**src/rtl/prog_rom_arbiter.sv**
```systemverilog
// Shares one combinational program ROM between the CPU fetch port and the debug
// readback port: single grant per cycle, registered read data one cycle later.
module prog_rom_arbiter #(
  parameter int AW           = 10,
  parameter int DW           = 16,
  parameter int DBG_MAX_WAIT = 4
) (
  input  logic          clk,
  input  logic          rst_n,
  input  logic          f_req,
  input  logic [AW-1:0] f_addr,
  output logic          f_gnt,
  output logic          f_rvalid,
  output logic [DW-1:0] f_rdata,
  input  logic          d_req,
  input  logic [AW-1:0] d_addr,
  input  logic          d_halt,
  output logic          d_gnt,
  output logic          d_rvalid,
  output logic [DW-1:0] d_rdata,
  output logic [AW-1:0] rom_addr,
  input  logic [DW-1:0] rom_dout
);

  localparam int WCW = (DBG_MAX_WAIT > 0) ? $clog2(DBG_MAX_WAIT + 1) : 1;
  localparam logic [WCW-1:0] WAIT_MAX = WCW'(DBG_MAX_WAIT);

  logic          f_elig, d_elig;
  logic [WCW-1:0] wait_cnt_q, wait_cnt_d;
  logic [AW-1:0] last_addr_q, last_addr_d;
  logic          f_rvalid_q, d_rvalid_q;
  logic [DW-1:0] f_rdata_q, f_rdata_d, d_rdata_q, d_rdata_d;

  assign f_elig = f_req && !d_halt;
  assign d_elig = d_req;

  // Debug wins a contest only once it has lost DBG_MAX_WAIT of them in a row.
  assign d_gnt = d_elig && (!f_elig || (wait_cnt_q == WAIT_MAX));
  assign f_gnt = f_elig && !d_gnt;

  always_comb begin
    rom_addr    = last_addr_q;
    last_addr_d = last_addr_q;
    f_rdata_d   = f_rdata_q;
    d_rdata_d   = d_rdata_q;
    wait_cnt_d  = wait_cnt_q;
    if (d_gnt) begin
      rom_addr    = d_addr;
      last_addr_d = d_addr;
      d_rdata_d   = rom_dout;
    end else if (f_gnt) begin
      rom_addr    = f_addr;
      last_addr_d = f_addr;
      f_rdata_d   = rom_dout;
    end
    if (d_gnt) begin
      wait_cnt_d = '0;
    end else if (d_req && (wait_cnt_q != WAIT_MAX)) begin
      wait_cnt_d = wait_cnt_q + WCW'(1);
    end
  end

  always_ff @(posedge clk or negedge rst_n) begin
    if (!rst_n) begin
      wait_cnt_q  <= '0;
      last_addr_q <= '0;
      f_rvalid_q  <= 1'b0;
      d_rvalid_q  <= 1'b0;
      f_rdata_q   <= '0;
      d_rdata_q   <= '0;
    end else begin
      wait_cnt_q  <= wait_cnt_d;
      last_addr_q <= last_addr_d;
      f_rvalid_q  <= f_gnt;
      d_rvalid_q  <= d_gnt;
      f_rdata_q   <= f_rdata_d;
      d_rdata_q   <= d_rdata_d;
    end
  end

  assign f_rvalid = f_rvalid_q;
  assign d_rvalid = d_rvalid_q;
  assign f_rdata  = f_rdata_q;
  assign d_rdata  = d_rdata_q;

endmodule

```
**config.mk**
```make
export PLATFORM = sky130hd
export DESIGN_NAME = prog_rom_arbiter
export DESIGN_NICKNAME = d
export VERILOG_FILES = /design/src/rtl/prog_rom_arbiter.sv
export SDC_FILE = /design/constraint.sdc
export NUM_CORES = 1
export LEC_CHECK = 0
export ABC_AREA = 1
export CAP_MARGIN = 15
export CORE_ASPECT_RATIO = 1.1
export CORE_MARGIN = 2
export CORE_UTILIZATION = 45
export CTS_CLUSTER_SIZE = 25
export DETAILED_ROUTE_END_ITERATION = 8
export GPL_TIMING_DRIVEN = 0
export PLACE_DENSITY = 0.83
export SYNTH_ARGS = -nofsm -noshare
export SYNTH_HDL_FRONTEND = slang
export SYNTH_SLANG_ARGS = --single-unit
```
**constraint.sdc**
```tcl
create_clock -name clk -period 4.43 [get_ports clk]
set_input_delay 0.886 -clock clk [delete_from_list [all_inputs] [get_ports clk]]
set_output_delay 0.886 -clock clk [all_outputs]
set_load 0.02 [all_outputs]
```
==> flow_metrics.py <==
metrics = {
    "status": {
        "outcome": "complete, no violations",
    },
    "synthesis": {
        "synthDistinctLibCells": 19,
        "synth_top_family_by_area": "simple AND/OR/NAND/NOR gates",
        "yosysTopAreaCellShare_pct": 57.2,
        "yosysSeqAreaShare_pct": 57.2,
        "synth-xor-area-share_pct": 0.426,
        "synthesis.nets": 275,
        "synth_edf_count": 0,
        "avgSynthCellArea_um2": 8.87,
        "yosysMostFrequentCell": "nand2_1",
        "postSynth.asyncResetShare_pct": 100,
        "netlist.top_cell.by_area": "dfrtp_1",
        "yosysWarnings": 0,
        "synth.area.mux_share_pct": 0,
        "synth_seq_cells": 47,
        "netlist_instances": 232,
        "synth_area_um2": 2060,
        "yosys.area_share.simple_pct": 22.0,
        "synthAdderAreaFrac_pct": 1.22,
        "synth_flop_cell": "dfrtp_1",
        "synth-compound-area-share_pct": 8.76,
        "yosys-top-cells-count": "84 x nand2_1, 47 x dfrtp_1, 36 x inv_1",
        "synthTopCellsByArea": "dfrtp_1 57%, nand2_1 15%, inv_1 6.6%, o21ai_0 6.3%, buf_6 2.2%",
    },
    "worst_setup_path": {
        "reg2regPathDepth": 7,
        "crit_path_frequent_cell": "nand2_1",
        "crit_arrival_ns": 2.77,
        "crit_fanout": 10,
        "worst-path-stages": 10,
        "worst_path_max_delay_cell": "clkdlybuf4s50_1",
        "cp_cell_sequence": "clkdlybuf4s50_1 -> inv_1 -> nand2_2 -> nand2_1 -> nand2_1 -> inv_1 -> nand2_1 -> nand2_1 -> inv_1 -> clkdlybuf4s50_1",
        "slowest_delay_ns": 0.60,
        "cp.required_ns": 3.54,
        "crit_buf_inv": 5,
        "critPathTopFamily": "buffers and inverters",
        "cp-start-kind": "input port",
        "critical_path_class": "input port to output port",
        "end_kind": "output port",
    },
    "timing": {
        "tns_ns": 0,
        "rsz0062_at_grt": "no",
        "fmax_mhz": 274,
        "layout_min_cycle_time_ns": 3.65,
        "worst_pin_slew_ns": 0.269,
        "fin_skew_ns": 0.00552,
        "setup_viol": 0,
        "finalHoldViolations": 0,
        "relSlewSlack_pct": 82.0,
        "setup_ws_ns": 0.776,
        "fin_crit_sh_pct": 82.5,
        "slew_viol_final": 0,
    },
    "place": {
        "hpwl_um": 3640,
        "gp_congestion": 0.794,
        "pre_cts_ws_ns": 0.758,
        "port_buffers": 85,
    },
    "global_routing": {
        "grt_pass1_vias": 1666,
        "grtUsageMet2_pct": 34.5,
        "grt_first_pass_wirelength_um": 7330,
        "grt-ovfl-total": 0,
        "grt_use_total_pct": 19.6,
        "use_met1_pct": 22.7,
        "busiest_layer": "met2",
        "use_met3_pct": 5.68,
        "grt_antenna_before_repair": 0,
        "grt_max_degree": 38,
    },
    "detailed_routing": {
        "wirelength_um": 4790,
        "ant_nets": 0,
        "wire_per_inst_um": 12.6,
        "dr.pass1.iters": 4,
        "num_vias": 1770,
        "drt_iter0_drc": 80,
        "drc": 0,
        "viasPerCell": 4.66,
    },
    "run": {
        "drv_cap": 0,
    },
    "final_layout": {
        "drive_gt1_share_pct": 7.67,
        "diodes": 0,
        "nNetsFinal": 368,
        "syn_to_final_growth_pct": 51.1,
    },
    "clock_network": {
        "root_buffer": "clkbuf_8",
        "hold_buffers": 0,
        "clk_latency_ns": 0.30,
        "numCtsBuffers": 5,
        "clkSlewWorstSetupHoldPaths_ns": 0.09,
        "cts_htree_levels": 2,
        "cts_buffer_depth": 2,
        "cts_setup_buffers": 0,
        "ctsResizeCount": 0,
        "cts_tree": "built",
        "cts_sinks": 47,
    },
    "die": {
        "initial_utilization_pct": 47.3,
        "coreArea_um2": 4350,
        "io_pins": 87,
        "dieArea_um2": 5130,
        "die_h_um": 74.9,
        "fp.dieW_um": 68.5,
        "rows": 25,
    },
    "hold_path": {
        "hold_class": "input port to asynchronous set/reset pin",
    },
    "power": {
        "peakVddDrop_uv": 229,
        "leakage_nw": 1.55,
        "p_per_area_nw_per_um2": 367,
    },
}
placed cells by master, fill, tap and decap left out:
cell type,n
ha_1,2
buf_6,4
o21ai_0,26
clkbuf_8,6
nand3_1,7
clkdlybuf4s50_1,84
o21ai_1,7
buf_4,1
nand3b_1,6
buf_2,5
nor2_8,1
nand2_1,84
dfrtp_1,47
nand2_8,1
inv_1,36
nand2_2,1
inv_4,1
clkinv_2,1
xnor2_1,1
nand2_4,1
buf_12,1
bufinv_16,1
o21ai_2,1
o22ai_1,1
state kept, by name (all words and copies together) (netlist names):
name / count
f_rvalid: 1
d_rvalid: 1
wait_cnt_q: 3
last_addr_q: 10
d_rdata: 16
f_rdata: 16
final cells by class:
class	instances	area, um^2
clock buffers	6	82.6
fillers	350	1240
inverters	37	141
well taps	54	67.6
repair buffers	86	866
plain buffers	9	72.6
flip-flops and latches	47	1180
clock inverters	2	35.0
multi-input cells	139	667
worst reg2reg max path: stages (launching register included):
cell and delay, ns:
dfrtp_1 0.41, inv_1 0.07, ha_1 0.13, nand2_1 0.12, o21ai_2 0.24, buf_2 0.28
nand2_1 0.07, o21ai_0 0.09
per-stage QoR:
stage / power (W) / hold slack [ns] / std cells / utilization [%] / area, um^2
finish: 0.00114 / 0.443 / 380 / 71.5 / 3110
global route: 0.00119 / 0.451 / 380 / 71.5 / 3110
CTS: 0.00115 / 0.448 / 380 / 71.5 / 3110
detailed placement: 0.000828 / 0.480 / 372 / 68.8 / 2990
global placement: 0.000819 / 0.468 / 371 / 68.4 / 2980
floorplan: 0.000657 / 0.486 / 232 / - / 2060
report_power, final:
group | switching, W | total [W] | internal, W
clock | 0.000141 | 0.000324 | 0.000183
combinational | 0.000160 | 0.000313 | 0.000153
sequential | 0.0000252 | 0.000504 | 0.000478
cells by family (layout without fill, tap and decap cells):
| family | count (synthesis) | in the layout |
|---|---|---|
| adders and majority gates | 2 | 2 |
| and+or+nand+nor | 101 | 101 |
| AOI/OAI and AO/OA | 35 | 35 |
| buffers and inverters | 46 | 140 |
| DFF | 47 | 47 |
| xor gates and xnor gates | 1 | 1 |
path summary, 6_finish.rpt:
path | from | endpoint | slack (ns)
max in group asynchronous | rst_n | f_rdata[3] | 3.52
min reg2reg | d_rdata[5] | d_rdata[5] | 0.49
max | d_halt | rom_addr[1] | 0.78
min in group clk | d_rdata[5] | d_rdata[5] | 0.49
max reg2reg | wait_cnt_q[0] | f_rdata[13] | 2.94
min | rst_n | last_addr_q[6] | 0.44
routing by layer:
metal	vias up	wire length (um)	share of wire (%)
met5	-	0	0
met4	0	63	1.3
met3	7	358	7.5
met2	55	2400	50
met1	817	1970	41
li1	891	-	-
No activity file was read; power rests on OpenSTA's default activity.
